`src/rtl/gem_pkg.sv`:
```
// Shared types and constants for the gem spawner slice.
package gem_pkg;

  typedef enum logic [2:0] {
    IDLE  = 3'd0,
    SCAN  = 3'd1,
    FETCH = 3'd2,
    WRITE = 3'd3,
    DONE  = 3'd4
  } spawn_state_t;

  typedef struct packed {
    shortint x;
    shortint y;
  } gem_pos_t;

  localparam int DEF_SPAWN_GAP     = 30;
  localparam int DEF_RESPAWN_DELAY = 120;

  // Fibonacci taps 8,6,5,4 expressed as bit positions 7,5,4,3
  localparam logic [7:0] LFSR_SEED = 8'hA5;
  localparam logic [7:0] LFSR_TAPS = 8'b1011_1000;

  function automatic logic [7:0] lfsrNext(input logic [7:0] s);
    return {s[6:0], ^(s & LFSR_TAPS)};
  endfunction

endpackage

```
`src/rtl/gem_spawner_if.sv`:
```
// Gem bus between the spawner (master) and level logic, table ROM and slot sinks.
interface gem_spawner_if #(
  parameter int SLOTS      = 4,
  parameter int TOTAL_GEMS = 8
);
  localparam int AW = $clog2(TOTAL_GEMS);
  localparam int SW = $clog2(TOTAL_GEMS + 1);

  logic                  frame_tick;
  logic                  level_start;
  logic [SLOTS-1:0]      collect;
  logic [AW-1:0]         tbl_addr;
  logic [15:0]           tbl_x;
  logic [15:0]           tbl_y;
  logic [SLOTS*16-1:0]   slot_x;
  logic [SLOTS*16-1:0]   slot_y;
  logic [SLOTS-1:0]      slot_active;
  logic [SW-1:0]         score;
  logic                  all_collected;

  modport master (
    input  frame_tick, level_start, collect, tbl_x, tbl_y,
    output tbl_addr, slot_x, slot_y, slot_active, score, all_collected
  );

  modport slave (
    output frame_tick, level_start, collect, tbl_x, tbl_y,
    input  tbl_addr, slot_x, slot_y, slot_active, score, all_collected
  );

endinterface

```
`src/rtl/gem_slot_timer.sv`:
```
// Per-slot respawn bookkeeping: a pending flag plus a frame countdown that stops at zero.
module gem_slot_timer #(
  parameter int TIMER_W = 8
) (
  input  logic               Clk,
  input  logic               Reset,
  input  logic               load_i,
  input  logic [TIMER_W-1:0] load_val_i,
  input  logic               frame_tick_i,
  input  logic               clear_i,
  output logic               ready_o
);

  logic               pending_q, pending_d;
  logic [TIMER_W-1:0] timer_q, timer_d;

  // Load wins over clear so a level restart always re-arms every slot
  always_comb begin
    pending_d = pending_q;
    timer_d   = timer_q;
    if (load_i) begin
      pending_d = 1'b1;
      timer_d   = load_val_i;
    end else if (clear_i) begin
      pending_d = 1'b0;
    end else if (frame_tick_i && pending_q && (timer_q != '0)) begin
      timer_d = timer_q - 1'b1;
    end
  end

  always_ff @(posedge Clk) begin
    if (Reset) begin
      pending_q <= 1'b0;
      timer_q   <= '0;
    end else begin
      pending_q <= pending_d;
      timer_q   <= timer_d;
    end
  end

  assign ready_o = pending_q && (timer_q == '0);

endmodule

```
`src/rtl/gem_spawner.sv`:
```
// Gem slot spawner: places gems from the level table, retires collected ones, keeps score.
// Optional respawn jitter from an 8-bit LFSR: define GEM_SPAWN_JITTER_EN.
module gem_spawner
  import gem_pkg::*;
#(
  parameter int SLOTS         = 4,
  parameter int TOTAL_GEMS    = 8,
  parameter int SPAWN_GAP     = DEF_SPAWN_GAP,
  parameter int RESPAWN_DELAY = DEF_RESPAWN_DELAY,
  parameter int TIMER_W       = 8
) (
  input  logic          Clk,
  input  logic          Reset,
  gem_spawner_if.master bus
);

  localparam int AW   = $clog2(TOTAL_GEMS);
  localparam int SW   = $clog2(TOTAL_GEMS + 1);
  localparam int SELW = (SLOTS > 1) ? $clog2(SLOTS) : 1;

  spawn_state_t        state_q, state_d;
  logic [SELW-1:0]     sel_q, sel_d;
  logic [AW-1:0]       tblAddr_q, tblAddr_d;
  logic [SW-1:0]       nextIdx_q, nextIdx_d;
  logic [SW-1:0]       score_q, score_d;
  logic [SLOTS-1:0]    slotActive_q, slotActive_d;
  logic [SLOTS*16-1:0] slotX_q, slotX_d;
  logic [SLOTS*16-1:0] slotY_q, slotY_d;

  logic                          running;
  logic                          haveGems;
  logic [SLOTS-1:0]              writeMask;
  logic [SLOTS-1:0]              counted;
  logic [SLOTS-1:0]              slotReady;
  logic [SLOTS-1:0]              timerLoad;
  logic [SLOTS-1:0]              timerClear;
  logic [SLOTS-1:0][TIMER_W-1:0] timerVal;
  logic [TIMER_W-1:0]            respawnVal;
  logic                          readyFound;
  logic [SELW-1:0]               readyIdx;
  logic [SW:0]                   scoreSum;
  logic [SW-1:0]                 scoreSat;
  gem_pos_t                      fetched;

  assign running   = (state_q == SCAN) || (state_q == FETCH) || (state_q == WRITE);
  assign haveGems  = (int'(nextIdx_q) < TOTAL_GEMS);
  assign writeMask = (state_q == WRITE) ? (SLOTS'(1) << sel_q) : '0;
  assign counted   = running ? (bus.collect & slotActive_q & ~writeMask) : '0;
  assign scoreSum  = {1'b0, score_q} + (SW+1)'($countones(counted));
  assign scoreSat  = (int'(scoreSum) > TOTAL_GEMS) ? SW'(TOTAL_GEMS) : scoreSum[SW-1:0];
  assign fetched   = '{x: shortint'(bus.tbl_x), y: shortint'(bus.tbl_y)};

`ifdef GEM_SPAWN_JITTER_EN
  logic [7:0] lfsr_q;

  // Free-running per frame so the jitter differs between successive collections
  always_ff @(posedge Clk) begin
    if (Reset || bus.level_start) begin
      lfsr_q <= LFSR_SEED;
    end else if (bus.frame_tick) begin
      lfsr_q <= lfsrNext(lfsr_q);
    end
  end

  assign respawnVal = TIMER_W'(RESPAWN_DELAY) + TIMER_W'(lfsr_q[4:0]);
`else
  assign respawnVal = TIMER_W'(RESPAWN_DELAY);
`endif

  always_comb begin
    for (int i = 0; i < SLOTS; i++) begin
      timerLoad[i]  = bus.level_start || (counted[i] && haveGems);
      timerVal[i]   = bus.level_start ? TIMER_W'(SPAWN_GAP * (i + 1)) : respawnVal;
      timerClear[i] = (state_q == WRITE) && (int'(sel_q) == i);
    end
  end

  for (genvar i = 0; i < SLOTS; i++) begin : g_slot
    gem_slot_timer #(.TIMER_W(TIMER_W)) u_timer (
      .Clk          (Clk),
      .Reset        (Reset),
      .load_i       (timerLoad[i]),
      .load_val_i   (timerVal[i]),
      .frame_tick_i (bus.frame_tick && running),
      .clear_i      (timerClear[i]),
      .ready_o      (slotReady[i])
    );
  end

  // Lowest-index ready slot wins; the rest keep waiting at zero
  always_comb begin
    readyFound = 1'b0;
    readyIdx   = '0;
    for (int i = SLOTS - 1; i >= 0; i--) begin
      if (slotReady[i] && haveGems) begin
        readyFound = 1'b1;
        readyIdx   = SELW'(i);
      end
    end
  end

  always_comb begin
    state_d      = state_q;
    sel_d        = sel_q;
    tblAddr_d    = tblAddr_q;
    nextIdx_d    = nextIdx_q;
    score_d      = score_q;
    slotActive_d = slotActive_q;
    slotX_d      = slotX_q;
    slotY_d      = slotY_q;
    if (bus.level_start) begin
      state_d      = SCAN;
      slotActive_d = '0;
      score_d      = '0;
      nextIdx_d    = '0;
    end else begin
      case (state_q)
        SCAN: begin
          if (readyFound) begin
            sel_d     = readyIdx;
            tblAddr_d = nextIdx_q[AW-1:0];
            state_d   = FETCH;
          end
        end
        FETCH: state_d = WRITE;
        WRITE: begin
          slotX_d[int'(sel_q)*16 +: 16] = fetched.x;
          slotY_d[int'(sel_q)*16 +: 16] = fetched.y;
          slotActive_d[sel_q]           = 1'b1;
          nextIdx_d                     = nextIdx_q + SW'(1);
          state_d                       = SCAN;
        end
        IDLE, DONE: ;
        default: state_d = IDLE;
      endcase
      // Collections overlay whatever the placement step did this cycle
      if (running) begin
        slotActive_d = slotActive_d & ~counted;
        score_d      = scoreSat;
        if (int'(scoreSat) == TOTAL_GEMS) begin
          state_d = DONE;
        end
      end
    end
  end

  always_ff @(posedge Clk) begin
    if (Reset) begin
      state_q      <= IDLE;
      sel_q        <= '0;
      tblAddr_q    <= '0;
      nextIdx_q    <= '0;
      score_q      <= '0;
      slotActive_q <= '0;
      slotX_q      <= '0;
      slotY_q      <= '0;
    end else begin
      state_q      <= state_d;
      sel_q        <= sel_d;
      tblAddr_q    <= tblAddr_d;
      nextIdx_q    <= nextIdx_d;
      score_q      <= score_d;
      slotActive_q <= slotActive_d;
      slotX_q      <= slotX_d;
      slotY_q      <= slotY_d;
    end
  end

  assign bus.tbl_addr      = tblAddr_q;
  assign bus.slot_x        = slotX_q;
  assign bus.slot_y        = slotY_q;
  assign bus.slot_active   = slotActive_q;
  assign bus.score         = score_q;
  assign bus.all_collected = (int'(score_q) == TOTAL_GEMS);

endmodule

```
`src/flat_wrapper.sv`:
```
// flat-port wrapper written by rule: the top's interface ports become plain ports
module gem_spawner_flat import gem_pkg::*;
#(
  parameter int SLOTS         = 4,
  parameter int TOTAL_GEMS    = 8,
  parameter int SPAWN_GAP     = DEF_SPAWN_GAP,
  parameter int RESPAWN_DELAY = DEF_RESPAWN_DELAY,
  parameter int TIMER_W       = 8
)
  (Clk, Reset, bus_frame_tick, bus_level_start, bus_collect, bus_tbl_x, bus_tbl_y, bus_tbl_addr, bus_slot_x, bus_slot_y, bus_slot_active, bus_score, bus_all_collected);
  gem_spawner_if #(.SLOTS(SLOTS), .TOTAL_GEMS(TOTAL_GEMS)) bus_i ();
  input  logic Clk;
  input  logic Reset;
  input wire logic [$bits(bus_i.frame_tick)-1:0] bus_frame_tick;
  input wire logic [$bits(bus_i.level_start)-1:0] bus_level_start;
  input wire logic [$bits(bus_i.collect)-1:0] bus_collect;
  input wire logic [$bits(bus_i.tbl_x)-1:0] bus_tbl_x;
  input wire logic [$bits(bus_i.tbl_y)-1:0] bus_tbl_y;
  output wire logic [$bits(bus_i.tbl_addr)-1:0] bus_tbl_addr;
  output wire logic [$bits(bus_i.slot_x)-1:0] bus_slot_x;
  output wire logic [$bits(bus_i.slot_y)-1:0] bus_slot_y;
  output wire logic [$bits(bus_i.slot_active)-1:0] bus_slot_active;
  output wire logic [$bits(bus_i.score)-1:0] bus_score;
  output wire logic [$bits(bus_i.all_collected)-1:0] bus_all_collected;
  assign bus_i.frame_tick = bus_frame_tick;
  assign bus_i.level_start = bus_level_start;
  assign bus_i.collect = bus_collect;
  assign bus_i.tbl_x = bus_tbl_x;
  assign bus_i.tbl_y = bus_tbl_y;
  assign bus_tbl_addr = bus_i.tbl_addr;
  assign bus_slot_x = bus_i.slot_x;
  assign bus_slot_y = bus_i.slot_y;
  assign bus_slot_active = bus_i.slot_active;
  assign bus_score = bus_i.score;
  assign bus_all_collected = bus_i.all_collected;
  gem_spawner #(.SLOTS(SLOTS), .TOTAL_GEMS(TOTAL_GEMS), .SPAWN_GAP(SPAWN_GAP), .RESPAWN_DELAY(RESPAWN_DELAY), .TIMER_W(TIMER_W)) u_core (.Clk(Clk), .Reset(Reset), .bus(bus_i));
endmodule
```
`config.mk`:
```
export PLATFORM = sky130hd
export DESIGN_NAME = gem_spawner_flat
export DESIGN_NICKNAME = d
export VERILOG_FILES = /design/src/rtl/gem_pkg.sv /design/src/rtl/gem_spawner_if.sv /design/src/rtl/gem_slot_timer.sv /design/src/rtl/gem_spawner.sv /design/src/flat_wrapper.sv
export SDC_FILE = /design/constraint.sdc
export NUM_CORES = 1
export LEC_CHECK = 0
export CORE_MARGIN = 10
export CORE_UTILIZATION = 25
export DETAILED_ROUTE_END_ITERATION = 16
export GPL_TIMING_DRIVEN = 0
export SYNTH_ARGS = -nofsm -noshare
export SYNTH_HDL_FRONTEND = slang
export SYNTH_SLANG_ARGS = --single-unit
```
`constraint.sdc`:
```
create_clock -name Clk -period 4.7 [get_ports Clk]
set_clock_uncertainty 0.05 [all_clocks]
set_input_delay 1.41 -clock Clk [delete_from_list [all_inputs] [get_ports Clk]]
set_output_delay 1.41 -clock Clk [all_outputs]
set_load 0.005 [all_outputs]
```
# Word level (Yosys, flattened, before mapping)
# Index checks and enable logic that the tools add are counted.
dict set report totals {
  reg_bits 184
  latchBits 0
  mem_bits_rw 0
  rom_bits 0
  in_bits 40
  out_inout_bits 140
  wordCells 163
  memories 0
}
dict set report op_classes {
  add_sub_neg 10
  multipliers 0
  div_mod_pow 0
  n_lt_le_gt_ge 4
  n_eq_ne 13
  n_shift 4
  muxes 46
  bitwise 8
  reduce_logical 60
}
# op n
set ops {}
lappend ops {{64-bit bitwise mux} 2}
lappend ops {{16-bit by 33-bit variable part select with 64-bit output} 2}
lappend ops {{8-bit two-way mux} 9}
lappend ops {{16-bit by 33-bit variable shift with 64-bit output, first input constant} 1}
lappend ops {{7-bit two-way mux} 5}
lappend ops {{6-bit negator with 33-bit output} 1}
lappend ops {{8-bit zero test} 4}
lappend ops {{8-bit nonzero test} 4}
lappend ops {{8-bit by 1-bit subtractor with 8-bit output, second input constant} 4}
lappend ops {{1-bit logical AND} 26}
lappend ops {{4-bit two-way mux} 6}
lappend ops {{2-bit nonzero test} 8}
lappend ops {{1-bit two-way mux} 14}
lappend ops {{4-bit bitwise AND} 3}
lappend ops {{3-bit case mux with 4 select lines} 1}
lappend ops {{2-bit AND reduction} 6}
lappend ops {{3-bit two-way mux} 3}
lappend ops {{4-bit equality test, second input constant} 2}
lappend ops {{2-bit two-way mux} 4}
lappend ops {{2-bit inequality test, second input constant} 4}
lappend ops {{4-bit inverter} 2}
lappend ops {{3-bit by 2-bit equality test with 1-bit output, second input constant} 2}
lappend ops {{1-bit logical OR} 6}
lappend ops {{6-bit two-way mux} 1}
lappend ops {{20 further kinds} 25}

# Depth between registers and ports, before layout
dict set report logic_depth {
  ltp_word 14
  depth_mapped 14
  depth_no_buf 14
}

# By module
# From an unflattened synthesis, not the netlist that was laid out.
dict set report unflattened {
  hier_cells 974
  hier_area_um2 8052.7
}
# mod n_inst cells_per_inst area_per_inst_um2 seq_area_each_um2
set modules_own_cells {}
lappend modules_own_cells {gem_spawner 1 710 5835.6 2962.8}
lappend modules_own_cells {gem_slot_timer 4 66 554.3 180.2}

# Worst setup path after synthesis
# Ideal clock, no wire load.
dict set report synth_path {
  kind {input to register}
  startpoint {in bus_collect[2]}
  endpoint {reg u_core.state_q[0]}
  setup_ps 86
  arrival_ps 3465
  t_required_ps 4564
  slack_ps 1099
  path_stages 8
  path_cell_list {and4_1 -> ha_1 -> fa_1 -> ha_1 -> fa_1 -> o21ai_0 -> a21oi_1 -> a211oi_1}
}
dict set report synth_via {
  elab_chain_cells 12
}
# element line
set synth_lines {}
lappend synth_lines {{from (decl)} flat_wrapper.sv:16} ;# input wire logic [$bits(bus_i.collect)-1:0] bus_collect;
lappend synth_lines {{4-bit bitwise AND (*) (2 in series)} gem_spawner.sv:48} ;# assign counted = running ? (bus.collect & slotActive_q & ~writeMask) : '0;
lappend synth_lines {{4-bit two-way mux (*)} gem_spawner.sv:48}
lappend synth_lines {{1-bit by 1-bit adder with 2-bit output (not written as such) (*)} gem_spawner.sv:49} ;# assign scoreSum = {1'b0, score_q} + (SW+1)'($countones(counted));
lappend synth_lines {{5-bit adder (not written as such) (*)} gem_spawner.sv:49}
lappend synth_lines {{4-bit by 5-bit adder with 5-bit output (*)} gem_spawner.sv:49}
lappend synth_lines {{5-bit by 4-bit greater-than comparator with 1-bit output} gem_spawner.sv:50} ;# assign scoreSat = (int'(scoreSum) > TOTAL_GEMS) ? SW'(TOTAL_GEMS) : scoreSum[SW-1:0];
lappend synth_lines {{4-bit two-way mux (*)} gem_spawner.sv:50}
lappend synth_lines {{4-bit equality test (*)} gem_spawner.sv:140} ;# if (int'(scoreSat) == TOTAL_GEMS) begin
lappend synth_lines {{3-bit two-way mux (*)} gem_spawner.sv:140}
lappend synth_lines {{3-bit two-way mux (*)} gem_spawner.sv:137} ;# if (running) begin
lappend synth_lines {{1-bit two-way mux (*)} gem_spawner.sv:111} ;# if (bus.level_start) begin
lappend synth_lines {{to (signal assigned)} gem_spawner.sv:158} ;# state_q <= state_d;
lappend synth_lines {{to (decl)} gem_spawner.sv:21} ;# spawn_state_t state_q, state_d;
# Every way passes the cells marked *; elsewhere a longest branch is shown, timed or not.
# A chain may end at the register's enable or synchronous reset.

# Final worst setup path
dict set report layout_path {
  startpoint {in bus_collect[1]}
  endpoint {reg u_core.state_q[0]}
}
# Same word-level chain as after synthesis.

==> out/results.ini <==
[final_layout]
fin_nets=1184
multi_input_area_mm2=0.00365
fin_util_pct=34.7
drive_gt1_share_pct=4.14
insertedDiodeCount=0
regArea_mm2=0.00368
fillers=3159
areaGrowthSynthToFinish_pct=37.9

[clock_tree]
cts_sinks=184
cts_setup_buffers=0
cts-root-buf=clkbuf_16
hold_buffers=0
clk_pin_slew_ns=0.07
cts_max_level=4
cts_buffers=17
clk_latency_ns=0.42
cts_tree=done
cts_max_path_buffers=2
cts.repair.resized=0

[detailed_routing]
drtIter0Drc=629
drc_errors=0
wl_per_cell_um=18.0
routed-via-count=7358
drtPass1Iterations=5
vias_per_cell=4.80
ant_nets=0
wl_um=27600

[synthesis]
synthTopCellsByArea=dfxtp_1 48%, nand3_1 9.5%, a21oi_1 8.7%, nand2_1 5.9%, nand2b_1 2.9%
synth_warnings=0
async_flop_share_pct=0
yosysTopAreaCellShare_pct=48.1
synth_edf_count=0
syn-num-nets=987
ys_seq_area_share_pct=48.1
synth_top_cell_by_area=dfxtp_1
syn_inst=927
yosys-top-cells-count=184 x dfxtp_1, 145 x nand3_1, 133 x a21oi_1
avgSynthCellArea_um2=8.26
synth-main-ff-cell=dfxtp_1
ys_types=51
netlist_area_mm2=0.00766
synth.most_common_cell=dfxtp_1
ys_seq_elements=184

[sta]
hold_viol_final=0
slew-limit-headroom_pct=30.0
setup_viol=0
rsz0062_at_grt=no
slew_viol_final=0
timing.fmax_mhz=248
worst_pin_slew_ns=1.04
period_share_pct=85.8
setup_tns_ns=0
fin_crit_ns=4.03

[global_route]
grt_use_total_pct=14.1
overflow=0
antenna_found_initial=0
met2_usage_pct=22.9
grt_util_met1_pct=17.1
use_met3_pct=5.52
top_usage_layer=met2
grt_max_degree=18
grt_pass1_wl_um=42900
grt_pass1_vias=7267

[floorplanning]
initial_utilization_pct=25.2
die_y_um=195
die_area_mm2=0.0380
io_pins=180
core-area_mm2=0.0304
placementRows=64
fp.dieW_um=195

[critical_path]
ff2ff_setup_slack_ns=0.70
endpoint_kind=register
arrival_ns=4.31
reg2regPathDepth=10
crit_fanout=4
reg2reg_from=u_core.sel_q[0]
crit_type=primary input to register
startpoint_type=primary input
timing.critical_path.from=bus_collect[1]
cp-endpoint=u_core.state_q[0]
timing.rr.end=u_core.state_q[0]
worstPathRequired_ns=4.98

[placement]
port_buffers=178
gp_congestion=0.840
dp_hpwl_um=20900

[pwr]
peakVddDrop_mv=0.241
p_per_area_mw_per_mm2=316
power_leakage_nw=3.40
p_total_mw=3.33

[hold_path]
min_path_type=register to register

[run]
cap_violations=0

[outcome]
status=completed

## report_power, final
| group | internal [mW] | switching [mW] |
|---|---|---|
| Clock | 0.871 | 0.677 |
| Combinational | 0.0765 | 0.120 |
| Sequential | 1.57 | 0.0135 |
## layout make-up
class                      count  area share [%]
sequential                   184            34.9
clock inverter                12            1.72
tap                          396            4.69
multi-input combinational    657            34.5
inverter                      19           0.675
timing repair buffer         178            16.9
buffer                        67            2.42
clock buffer                  19            4.19
## layout by cell type, fill, tap and decap left out, types with 3 or more instances in the layout
cell | synthesis | layout
clkbuf_16 | 0 | 17
a21oi_1 | 133 | 133
buf_1 | 6 | 6
nand4b_1 | 3 | 3
clkdlybuf4s50_1 | 0 | 178
nor3_1 | 21 | 21
nand2b_1 | 35 | 35
nor2_1 | 35 | 35
xor2_1 | 12 | 12
bufinv_16 | 0 | 3
ha_1 | 17 | 17
nand3_1 | 145 | 145
inv_1 | 19 | 19
and2_1 | 9 | 9
o21ai_0 | 39 | 39
fa_1 | 3 | 3
dfxtp_1 | 184 | 184
nor4b_1 | 5 | 5
inv_8 | 0 | 3
inv_6 | 0 | 3
xnor2_1 | 17 | 17
clkbuf_1 | 58 | 59
nor4_1 | 6 | 6
nand4_1 | 12 | 12
buf_2 | 3 | 3
and4_1 | 4 | 4
a211oi_1 | 3 | 3
and3_1 | 3 | 3
nand2_1 | 121 | 121
## worst max-delay path, cell delays in order
cell and delay [ns]:
clkdlybuf4s50_1 0.47, and4_1 0.32, ha_1 0.21, fa_1 0.42, ha_1 0.24, fa_1 0.40, o21ai_0 0.43, a21oi_1 0.15
a211oi_1 0.26
## per-layer routing
metal / vias to the layer above / wire length [um] / part of all wire [%]
met5: - / 0 / 0
met4: 0 / 410 / 1.5
met3: 25 / 2430 / 8.8
met2: 222 / 13000 / 47
met1: 3500 / 11800 / 43
li1: 3611 / - / -
## sequential cells by signal, indices dropped and copies added, names as in the netlist
| register | cells |
|---|---|
| u_core.bus.tbl_addr | 3 |
| u_core.bus.slot_y | 64 |
| u_core.bus.slot_x | 64 |
| u_core.bus.score | 4 |
| u_core.bus.slot_active | 4 |
| u_core.nextIdx_q | 4 |
| u_core.g_slot.u_timer.timer_q | 32 |
| u_core.sel_q | 2 |
| u_core.state_q | 3 |
| u_core.g_slot.u_timer.pending_q | 4 |
## how the worst min path moves through the flow
stage,startpoint,endpoint,slack [ns],cells past startpoint
2_1_floorplan,u_core.g_slot[2].u_timer.pending_q,u_core.g_slot[2].u_timer.pending_q,0.40,2
3_3_place_gp,u_core.bus.slot_y[34],u_core.bus.slot_y[34],0.39,2
3_5_place_dp,u_core.bus.slot_x[33],u_core.bus.slot_x[33],0.39,2
4_1_cts,u_core.bus.slot_y[22],u_core.bus.slot_y[22],0.40,2
5_1_grt,u_core.bus.slot_y[22],u_core.bus.slot_y[22],0.42,2
6_report,u_core.bus.slot_x[48],u_core.bus.slot_x[48],0.40,2
## logic make-up (layout without fill, tap and decap cells)
family / Yosys count / in the layout / share of synthesized area (%)
adders and majority gates: 20 / 20 / 3.56
AOI/OAI and AO/OA: 185 / 185 / 12.7
muxes: 3 / 3 / 0.425
and+or+nand+nor: 420 / 420 / 27.7
DFF: 184 / 184 / 48.1
buffers and inverters: 86 / 295 / 4.26
xor gates and xnor gates: 29 / 29 / 3.32
## through the flow
step / hold WS, ns / setup WS (ns) / instances / cell area (um2)
detailed placement: 0.395 / 0.297 / 1501 / 9940
finish: 0.404 / 0.667 / 1532 / 10600
CTS: 0.405 / 0.712 / 1532 / 10600
global placement: 0.388 / 0.288 / 1501 / 9940
floorplan: 0.395 / 1.10 / 927 / 7660
global route: 0.417 / 0.442 / 1532 / 10600
Power figures use the tool's default switching activity.
